File: config.mk
export PLATFORM = sky130hd
export DESIGN_NAME = br_sequencer
export DESIGN_NICKNAME = d
export VERILOG_FILES = /design/src/rtl/lc3_br_pkg.sv /design/src/rtl/cc_reg.sv /design/src/rtl/br_sequencer.sv
export SDC_FILE = /design/constraint.sdc
export NUM_CORES = 1
export LEC_CHECK = 0
export ABC_AREA = 1
export BUFFER_PORTS_ARGS = -buffer_cell sky130_fd_sc_hd__buf_2
export CELL_PAD_IN_SITES_DETAIL_PLACEMENT = 0
export CELL_PAD_IN_SITES_GLOBAL_PLACEMENT = 1
export CORE_ASPECT_RATIO = 0.6
export CORE_MARGIN = 1.5
export CORE_UTILIZATION = 27
export DETAILED_ROUTE_END_ITERATION = 7
export PLACE_DENSITY = 0.75
export REMOVE_ABC_BUFFERS = 1
export SLEW_MARGIN = 10
export SYNTH_ARGS = -nofsm -noshare
export SYNTH_HDL_FRONTEND = slang
export SYNTH_SLANG_ARGS = --single-unit
File: constraint.sdc
create_clock -name Clk -period 1.7 [get_ports Clk]
set_clock_uncertainty 0.1 [all_clocks]
set_input_delay 0 -clock Clk [delete_from_list [all_inputs] [get_ports Clk]]
set_output_delay 0 -clock Clk [all_outputs]
set_load 0.02 [all_outputs]
File: src/rtl/lc3_br_pkg.sv
// lc3_br_pkg: shared types and constants for the LC-3 branch sequencer.
//   br_state_t  - sequencer FSM states
//   OP_BR       - BR opcode value
//   PCMUX_*     - PC source selects
//   ADDR2_*     - ADDR2MUX selects
//   NZP_RESET   - condition codes after reset (Z set)
//   cc_gen()    - N/Z/P encoding of a bus value
package lc3_br_pkg;

    typedef enum logic [2:0] {
        IDLE,
        DECODE,
        CALC_BEN,
        BR_TAKE,
        DONE
    } br_state_t;

    localparam logic [3:0] OP_BR       = 4'b0000;
    localparam logic [1:0] PCMUX_PC1   = 2'b00;
    localparam logic [1:0] PCMUX_ADDER = 2'b10;
    localparam logic [1:0] ADDR2_ZERO  = 2'b00;
    localparam logic [1:0] ADDR2_OFF9  = 2'b10;
    localparam logic [2:0] NZP_RESET   = 3'b010;

    function automatic logic [2:0] cc_gen(input logic [15:0] v);
        return (v == 16'd0) ? 3'b010 : v[15] ? 3'b100 : 3'b001;
    endfunction

endpackage

File: src/rtl/cc_reg.sv
// cc_reg: N/Z/P condition-code register loaded from the datapath bus.
//   Clk   - system clock
//   Reset - synchronous active-high reset (nzp -> Z)
//   LD_CC - load condition codes from Bus this cycle
//   Bus   - datapath bus value
//   nzp   - registered condition codes {N,Z,P}
module cc_reg
    import lc3_br_pkg::*;
(
    input  logic        Clk,
    input  logic        Reset,
    input  logic        LD_CC,
    input  logic [15:0] Bus,
    output logic [2:0]  nzp
);

    always_ff @(posedge Clk) begin
        if (Reset)
            nzp <= NZP_RESET;
        else if (LD_CC)
            nzp <= cc_gen(Bus);
    end

endmodule

File: src/rtl/br_sequencer.sv
// br_sequencer: LC-3 BR instruction sequencer (decode, BEN evaluation, PC load).
//   Clk, Reset      - clock and synchronous active-high reset
//   start           - evaluate IR (accepted only while idle)
//   IR              - instruction word {opcode, nzp mask, PCoffset9}
//   Bus, LD_CC      - condition-code source and load strobe
//   busy, done      - sequence in progress / one-cycle completion pulse
//   taken, BEN      - last sequence result / registered branch enable
//   nzp             - current condition codes
//   LD_PC, PCMUX, ADDR2MUX, ADDR1MUX - PC update controls to the datapath
//   br_count        - saturating count of taken branches
module br_sequencer
    import lc3_br_pkg::*;
(
    input  logic        Clk,
    input  logic        Reset,
    input  logic        start,
    input  logic [15:0] IR,
    input  logic [15:0] Bus,
    input  logic        LD_CC,
    output logic        busy,
    output logic        done,
    output logic        taken,
    output logic        BEN,
    output logic [2:0]  nzp,
    output logic        LD_PC,
    output logic [1:0]  PCMUX,
    output logic [1:0]  ADDR2MUX,
    output logic        ADDR1MUX,
    output logic [7:0]  br_count
);

    br_state_t  state, state_n;
    logic [3:0] op_q;
    logic [2:0] mask_q;
    logic       ben_n;
    logic       unused_ir;

    // The offset itself goes to the datapath adder; only its select lives here.
    assign unused_ir = ^IR[8:0];

    cc_reg u_cc (
        .Clk   (Clk),
        .Reset (Reset),
        .LD_CC (LD_CC),
        .Bus   (Bus),
        .nzp   (nzp)
    );

    // Uses the registered nzp, so a same-cycle LD_CC does not affect BEN.
    assign ben_n = |(mask_q & nzp);

    always_ff @(posedge Clk) begin
        if (Reset) begin
            state    <= IDLE;
            op_q     <= 4'd0;
            mask_q   <= 3'd0;
            BEN      <= 1'b0;
            taken    <= 1'b0;
            br_count <= 8'd0;
        end else begin
            state <= state_n;
            if (state == IDLE && start) begin
                op_q   <= IR[15:12];
                mask_q <= IR[11:9];
            end
            if (state == DECODE && op_q != OP_BR)
                taken <= 1'b0;
            if (state == CALC_BEN) begin
                BEN <= ben_n;
                if (!ben_n)
                    taken <= 1'b0;
            end
            if (state == BR_TAKE) begin
                taken    <= 1'b1;
                br_count <= br_count + {7'd0, br_count != 8'hFF};
            end
        end
    end

    always_comb begin
        state_n  = state;
        busy     = state != IDLE;
        done     = state == DONE;
        LD_PC    = state == BR_TAKE;
        PCMUX    = LD_PC ? PCMUX_ADDER : PCMUX_PC1;
        ADDR2MUX = LD_PC ? ADDR2_OFF9 : ADDR2_ZERO;
        ADDR1MUX = 1'b0;
        case (state)
            IDLE:     state_n = start ? DECODE : IDLE;
            DECODE:   state_n = (op_q == OP_BR) ? CALC_BEN : DONE;
            CALC_BEN: state_n = ben_n ? BR_TAKE : DONE;
            BR_TAKE:  state_n = DONE;
            DONE:     state_n = IDLE;
            default:  state_n = IDLE;
        endcase
    end

endmodule

Yosys cells after proc, flatten, opt, wreduce, memory -nomap -nowiden
Index checks and enable logic that the tools add are counted.
{"block": "classes", "add_sub_neg": 1, "eq_ne": 5, "n_mux": 11, "bitwise": 1, "reduce_logical": 8}
{"cell": "16-bit zero test", "n": 1}
{"cell": "3-bit 2-to-1 mux", "n": 4}
{"cell": "3-bit one-hot mux with 4 select lines", "n": 1}
{"cell": "8-bit by 1-bit adder with 8-bit output", "n": 1}
{"cell": "8-bit != test (second input constant)", "n": 1}
{"cell": "3-bit by 2-bit equality test with 1-bit output (second input constant)", "n": 2}
{"cell": "1-bit 2-to-1 mux", "n": 5}
{"cell": "4-bit zero test", "n": 1}
{"cell": "4-bit nonzero test", "n": 1}
{"cell": "3-bit AND", "n": 1}
{"cell": "3-bit by 1-bit equality test with 1-bit output (second input constant)", "n": 1}
{"cell": "3-bit equality test (second input constant)", "n": 1}
{"cell": "3-bit zero test", "n": 1}
{"cell": "3-bit nonzero test", "n": 1}
{"cell": "3-bit OR reduction", "n": 1}
{"cell": "1-bit logical AND", "n": 2}
{"cell": "2-bit 2-to-1 mux", "n": 1}
{"block": "totals", "regBits": 23, "inputBits": 36, "output_inout_bits": 21, "elab_cells": 33}

Longest topological paths before layout
Gate-level depths: netlist of the first run.
{"block": "logic_depth", "depth_word": 6, "mapped_depth": 10, "mapped_depth_nobuf": 10}

Modules after synthesis
Synthesis of the first run repeated with hierarchy kept, for this count alone.
{"block": "hier_totals", "cells_unflattened": 159, "hier_area_um2": 1117.3}
{"mod": "br_sequencer", "instances": 1, "cells_per_inst": 130, "area_each_um2": 954.7, "seq_area_each_um2": 400.4}
{"mod": "cc_reg", "instances": 1, "cells_per_inst": 29, "area_each_um2": 162.7, "seq_area_each_um2": 60.1}

Worst setup path before layout of the first run
OpenSTA, ideal clock, no wires.
{"block": "synth_path", "kind": "reg2reg", "start": "reg br_count[2]", "end": "reg br_count[6]", "setup_ns": 0.115, "t_arrival_ns": 1.680, "required_time_ns": 1.485, "slack_ns": -0.195, "path_stages_with_launch": 10, "path_buffers": 0, "synth_period_minus_slack_ns": 1.895, "path_cell_list": "dfxtp_1 > inv_1 > nor3_1 > nand4_1 > ha_1 > ha_1 > nand4_1 > inv_1 > a21oi_1 > nor2_1"}
{"block": "synth_via", "elab_chain_cells": 2}
{"element": "start: declaration", "line": "br_sequencer.sv:29", "text": "output logic [7:0] br_count"}
{"element": "start signal: assignment", "line": "br_sequencer.sv:75", "text": "br_count <= br_count + {7'd0, br_count != 8'hFF};"}
{"element": "8-bit != test", "line": "br_sequencer.sv:75"}
{"element": "8-bit by 1-bit adder with 8-bit output (*)", "line": "br_sequencer.sv:75"}
Mark *: on every way between the ends. The rest lies on a longest branch, timed or not.
A chain may end at the register's enable or synchronous reset.

Worst setup path after layout of the first run
Ends and elaborated chain as after synthesis.

==> results of run 1 <==
-- layout make-up --
cell class | count | area, um^2
Clock buffer | 3 | 41.3
Clock inverter | 1 | 7.51
Fill cell | 388 | 2050
Inverter | 22 | 82.6
Multi-Input combinational cell | 102 | 538
Sequential cell | 23 | 465
Tap cell | 47 | 58.8
Timing Repair Buffer | 80 | 538
-- layout by cell type, fill, tap and decap left out, drive strengths merged --
cell / Yosys / layout
a21oi: 16 / 16
o21bai: 1 / 1
nand3: 9 / 9
nor3: 5 / 5
a21boi: 1 / 1
dlygate4sd3: 0 / 19
nor2: 23 / 23
a31oi: 1 / 1
dfxtp: 23 / 23
nand4: 2 / 2
clkinvlp: 0 / 1
clkbuf: 0 / 3
o21ai: 14 / 14
inv: 22 / 22
ha: 2 / 2
buf: 7 / 61
nand2: 25 / 25
conb: 1 / 3
-- registers in the layout, summed over array words and instances, names as in the netlist --
register,cells
u_cc.nzp,3
mask_q,3
state,3
br_count,8
op_q,4
BEN,1
taken,1
-- worst paths after layout --
| check | endpoint | cells past startpoint |
|---|---|---|
| max reg2reg | br_count[6]$_SDFFE_PP0P_ | 9 |
| min reg2reg | mask_q[1]$_SDFFE_PP0P_ | 2 |
| min | u_cc.nzp[1]$_SDFFE_PP1P_ | 6 |
| max | br_count[6]$_SDFFE_PP0P_ | 9 |
-- routing by layer --
metal | vias to the layer above | GRT usage | wire length, um
met2 | 28 | 0.221 | 1210
met5 | - | 0 | 0
met1 | 498 | 0.196 | 1510
met3 | 7 | 0.0346 | 141
met4 | 0 | 0.0591 | 62
li1 | 640 | - | -
-- power by group through the flow --
stage | combinational, uW | clock (uW) | sequential (uW)
2_1_floorplan | 89.3 | 0 | 604
3_3_place_gp | 159 | 0 | 601
3_5_place_dp | 159 | 0 | 601
4_1_cts | 191 | 363 | 588
5_1_grt | 217 | 383 | 593
6_report | 194 | 354 | 588
-- worst min-delay path, stage by stage --
cell	delay, ps
buf_2	80
nor2_1	30
nand2_1	50
nor2_1	50
nand3_1	90
nand2_1	50
-- repair_timing --
item / in CTS / in global routing
setup buffers: 6 / 0
pin swaps: 5 / 5
gates resized for setup: 8 / 10
endpoints found under the hold margin: 15 / 0
setup endpoints to repair: 3 / 6
hold buffers: 19 / 0
-- logic make-up (layout without fill, tap and decap cells) --
kind of cell,after synthesis,after routing,synth area share
and+or+nand+nor,64,64,0.269
AOI/OAI and AO/OA,33,33,0.156
buffers and inverters,29,106,0.130
DFF,23,23,0.419
adders and majority gates,2,2,0.0228
other,1,3,0.00341
-- stage by stage --
stage / setup TNS, ps / util / cell area, um^2 / std cells / setup WS [ps]
2_1_floorplan: -642 / - / 1050 / 147 / -195
3_3_place_gp: -54.4 / 0.372 / 1410 / 249 / -33.3
3_5_place_dp: -229 / 0.372 / 1410 / 249 / -110
4_1_cts: 0 / 0.451 / 1710 / 278 / 10.2
5_1_grt: -190 / 0.457 / 1730 / 278 / -70.4
6_report: 0 / 0.457 / 1730 / 278 / 45.3
==> flow_summary.json, run 1 <==
{
  "fin_crit_sh": 0.973,
  "crit_chain": "inv_2, nor3_4, nand4_1, ha_2, ha_2, nand4_1, inv_2, a21oi_2, nor2_1",
  "leakage_uw": 0.000887,
  "diodes": 0,
  "die-area_mm2": 0.00447,
  "violations": "design-rule violations",
  "num_io_pins": 57,
  "ys_async_sr_fraction": 0,
  "drt_iter0_drc": 88,
  "drtPass1Iterations": 6,
  "drv_cap": 0,
  "p_per_area_mw_per_mm2": 656,
  "comb_power_share": 0.170,
  "intPower_uw": 822,
  "synth-seq-cells": 23,
  "status": "finished, violations left",
  "grt_pass1_wl_um": 5010,
  "finalSetupViolCount": 0,
  "clk-insertion-delay-late_ps": 270,
  "timing.hold.worst.class": "input pin to flop",
  "die_x_um": 85.4,
  "synth.distinct_cells": 20,
  "r2r_start": "br_count[2]$_SDFFE_PP0P_",
  "critical-path-top-delay-family": "simple AND/OR/NAND/NOR gates",
  "portBuffers": 44,
  "slew_viol_final": 0,
  "die_h_um": 52.4,
  "num_rows": 17,
  "synthToLayoutAreaGrowth_pct": 57.6,
  "worst-path-buf-inv": 2,
  "syn_avg_cell_area_um2": 7.23,
  "synth-edff-count": 0,
  "cp_slowest_cell": "dfxtp_2",
  "ir_drop_v": 0.000336,
  "power_frac_seq": 0.518,
  "reg2reg_slack_ps": 50,
  "initial_utilization": 0.290,
  "drc": 1,
  "synth_common_cells": "25 x nand2_1, 23 x dfxtp_1, 22 x inv_1",
  "hp-start": "Bus[5]",
  "layout-drive-gt1-share": 0.368,
  "routabilityCongestion": 0.756,
  "synthTopCellsByArea": "dfxtp_1 42%, nand2_1 8.5%, inv_1 7.5%, a21oi_1 7.3%, nor2_1 7.2%",
  "postSynthCellCount": 152,
  "fin_crit_ps": 1650,
  "cts.reportedPaths.clkPinSlew_ps": 90,
  "cts_buffers": 3,
  "power.switching_uw": 314,
  "path_max_fanout": 4,
  "netSwitchingFraction": 0.276,
  "globalRouteOverflowTotal": 0,
  "syn-cell-area_mm2": 0.00110,
  "clkSinkCount": 23,
  "wl_per_cell_um": 10.5,
  "grt_pass1_vias": 1127,
  "fin_worst_hold_slack_ps": 7.01,
  "rsz0062_at_grt": "yes",
  "nets": 270,
  "fmax_mhz": 604,
  "synth_flop_cell": "dfxtp_1",
  "clockBufferDepth": 2,
  "crit_path_end_kind": "flop",
  "antenna_found_initial": 0,
  "crit_type": "flop to flop",
  "crit_start": "br_count[2]$_SDFFE_PP0P_",
  "hold_viol": 0,
  "synth_top_area_share": 0.419,
  "yosysSeqAreaShare": 0.419,
  "grt_max_degree": 18,
  "postRouteAntennaNets": 0,
  "synth_largest_area_cell": "dfxtp_1",
  "ctsHtreeMaxLevel": 1,
  "drt-total-wl_um": 2930,
  "cts_tree": "yes",
  "synth_most_common_cell": "nand2_1",
  "worst_path_largest_cell_delay_ps": 340,
  "cts_root_buf": "clkbuf_8",
  "critPathLaunchType": "flop",
  "dpl.hpwl_um": 2040,
  "synth_warnings": 0,
  "grt_usage": 0.144,
  "vias": 1173,
  "crit_required_ps": 1770,
  "p_total_uw": 1140,
  "via_per_inst": 4.22,
  "arrival_ps": 1730,
  "clockPowerShare": 0.312,
  "core_mm2": 0.00379
}
Power figures use the tool's default switching activity.
==> run 2, diff against run 1 <==
Settings changed: CELL_PAD_IN_SITES_DETAIL_PLACEMENT 0 to 1, CORE_UTILIZATION 27 to 32, PLACE_DENSITY 0.75 to 0.83.
Clock period 1.7 ns to 2 ns, I/O delays scaled along.
==> run 2 against run 1 <==
Net effect: the flow now finishes without violations; non-clock buffer count is 17 lower; routed wire length increased by 25%; via count up 4.3%; sequential cell count is the same; register-to-register slack improved by 80 ps; design area is 10% lower; worst setup slack better by 25 ps; clock power fell by 19%; critical path type is now input pin to flop; largest power group unchanged.
==> flow_summary.json, run 2 (synthesis results as in run 1) <==
{
  "drc": 0,
  "final_cell_mix": "44 x buf_2, 24 x nand2_1, 21 x dfxtp_1, 21 x inv_1, 21 x nor2_1",
  "num_io_pins": 57,
  "grt_pass1_wl_um": 6040,
  "crit_type": "input pin to flop",
  "final_cells": 259,
  "layout-drive-gt1-share": 0.299,
  "fin_util": 0.478,
  "crit_start": "LD_CC",
  "drv_cap": 0,
  "via_per_inst": 4.72,
  "globalRouteOverflowTotal": 0,
  "p_per_area_mw_per_mm2": 611,
  "crit_path_end_kind": "flop",
  "drt_iter0_drc": 106,
  "top_register": "br_count",
  "nets": 253,
  "drt-total-wl_um": 3660,
  "core_mm2": 0.00326,
  "ir_drop_v": 0.000289,
  "crit_required_ps": 2060,
  "hold_end": "mask_q[2]$_SDFFE_PP0P_",
  "cts_root_buf": "clkbuf_8",
  "critPathLaunchType": "input pin",
  "drtPass1Iterations": 4,
  "antenna_found_initial": 0,
  "postRouteAntennaNets": 0,
  "rr_endpoint": "br_count[6]$_SDFFE_PP0P_",
  "r2r_cells": 9,
  "final_common_cell": "buf_2",
  "largest_reg_flops": 8,
  "clk-insertion-delay-late_ps": 260,
  "slew_viol_final": 0,
  "num_rows": 16,
  "routabilityCongestion": 0.760,
  "die_x_um": 78.6,
  "diodes": 0,
  "ctsHtreeMaxLevel": 1,
  "path_max_fanout": 4,
  "hp-start": "start",
  "clkSinkCount": 23,
  "leakage_uw": 0.000784,
  "fmax_mhz": 518,
  "hold_viol": 0,
  "timing.hold.worst.class": "input pin to flop",
  "status": "finished, final reports clean",
  "initial_utilization": 0.337,
  "min_path_cells": 3,
  "clockBufferDepth": 2,
  "r2r_start": "br_count[2]$_SDFFE_PP0P_",
  "finalSetupViolCount": 0,
  "cts_buffers": 3,
  "top_regs": "br_count x8, op_q x4",
  "portBuffers": 44,
  "synthToLayoutAreaGrowth_pct": 41.9,
  "die-area_mm2": 0.00381,
  "reg2reg_slack_ps": 130,
  "grt_max_degree": 18,
  "grt_pass1_vias": 1282,
  "grt_usage": 0.208,
  "dpl.hpwl_um": 2280,
  "wl_per_cell_um": 14.1,
  "fin_crit_sh": 0.965,
  "arrival_ps": 1990,
  "numPlacedInstances": 239,
  "vias": 1223,
  "die_h_um": 48.4,
  "cts.reportedPaths.clkPinSlew_ps": 80,
  "fin_crit_ps": 1930,
  "cts_tree": "yes"
}
==> run 2: timing repair <==
item | in CTS | in global routing
endpoints found under the setup margin | 0 | 5
endpoints found under the hold margin | 15 | 0
hold buffers | 14 | 0
gates resized for setup | 0 | 7
setup buffers | 0 | 2
==> run 2: worst max-delay path by stage <==
stage	endpoint	slack, ps	cells past startpoint
4_1_cts	br_count[6]$_SDFFE_PP0P_	80	9
2_1_floorplan	br_count[6]$_SDFFE_PP0P_	100	9
5_1_grt	br_count[6]$_SDFFE_PP0P_	-40	10
6_report	u_cc.nzp[2]$_SDFFE_PP0P_	70	7
3_3_place_gp	br_count[6]$_SDFFE_PP0P_	150	9
3_5_place_dp	br_count[6]$_SDFFE_PP0P_	100	9
==> run 2: power breakdown <==
part           internal, uW  total (uW)  switching (uW)  leakage, uW
registers               483         501            18.7     0.000189
clock network           139         287             148    0.0000255
logic                  69.1         164            94.7     0.000569
total                   691         952             261     0.000784
==> run 2: cell type report <==
cell class / count / area [um^2]
Fill cell: 443 / 1700
Multi-Input combinational cell: 102 / 513
Sequential cell: 23 / 463
Timing Repair Buffer: 63 / 398
Inverter: 22 / 82.6
Tap cell: 45 / 56.3
Clock buffer: 3 / 41.3
Clock inverter: 1 / 5.00
==> run 2: per-layer routing <==
| layer | vias up | part of all wire | global-route usage |
|---|---|---|---|
| met5 | - | 0 | 0 |
| met4 | 0 | 0.010 | 0.0655 |
| met3 | 4 | 0.045 | 0.0472 |
| met2 | 35 | 0.49 | 0.339 |
| met1 | 578 | 0.46 | 0.273 |
| li1 | 606 | - | - |
==> run 2: worst max-delay path, stage by stage <==
cell and delay (ps):
dlygate4sd3_1 520, buf_2 160, inv_2 70, nor2_1 90, dlygate4sd3_1 560, nor2_1 50, dlygate4sd3_1 550
==> run 2: through the flow <==
step | power (uW) | setup slack (ps) | cell area, um^2 | hold slack [ps] | setup TNS (ps)
2_1_floorplan | 590 | 105 | 1050 | -30.9 | 0
3_3_place_gp | 643 | 146 | 1350 | 152 | 0
3_5_place_dp | 648 | 103 | 1350 | 163 | 0
4_1_cts | 951 | 81.7 | 1530 | 97.5 | 0
5_1_grt | 1010 | -43.3 | 1560 | 119 | -69.5
6_report | 952 | 70.1 | 1560 | 85.6 | 0
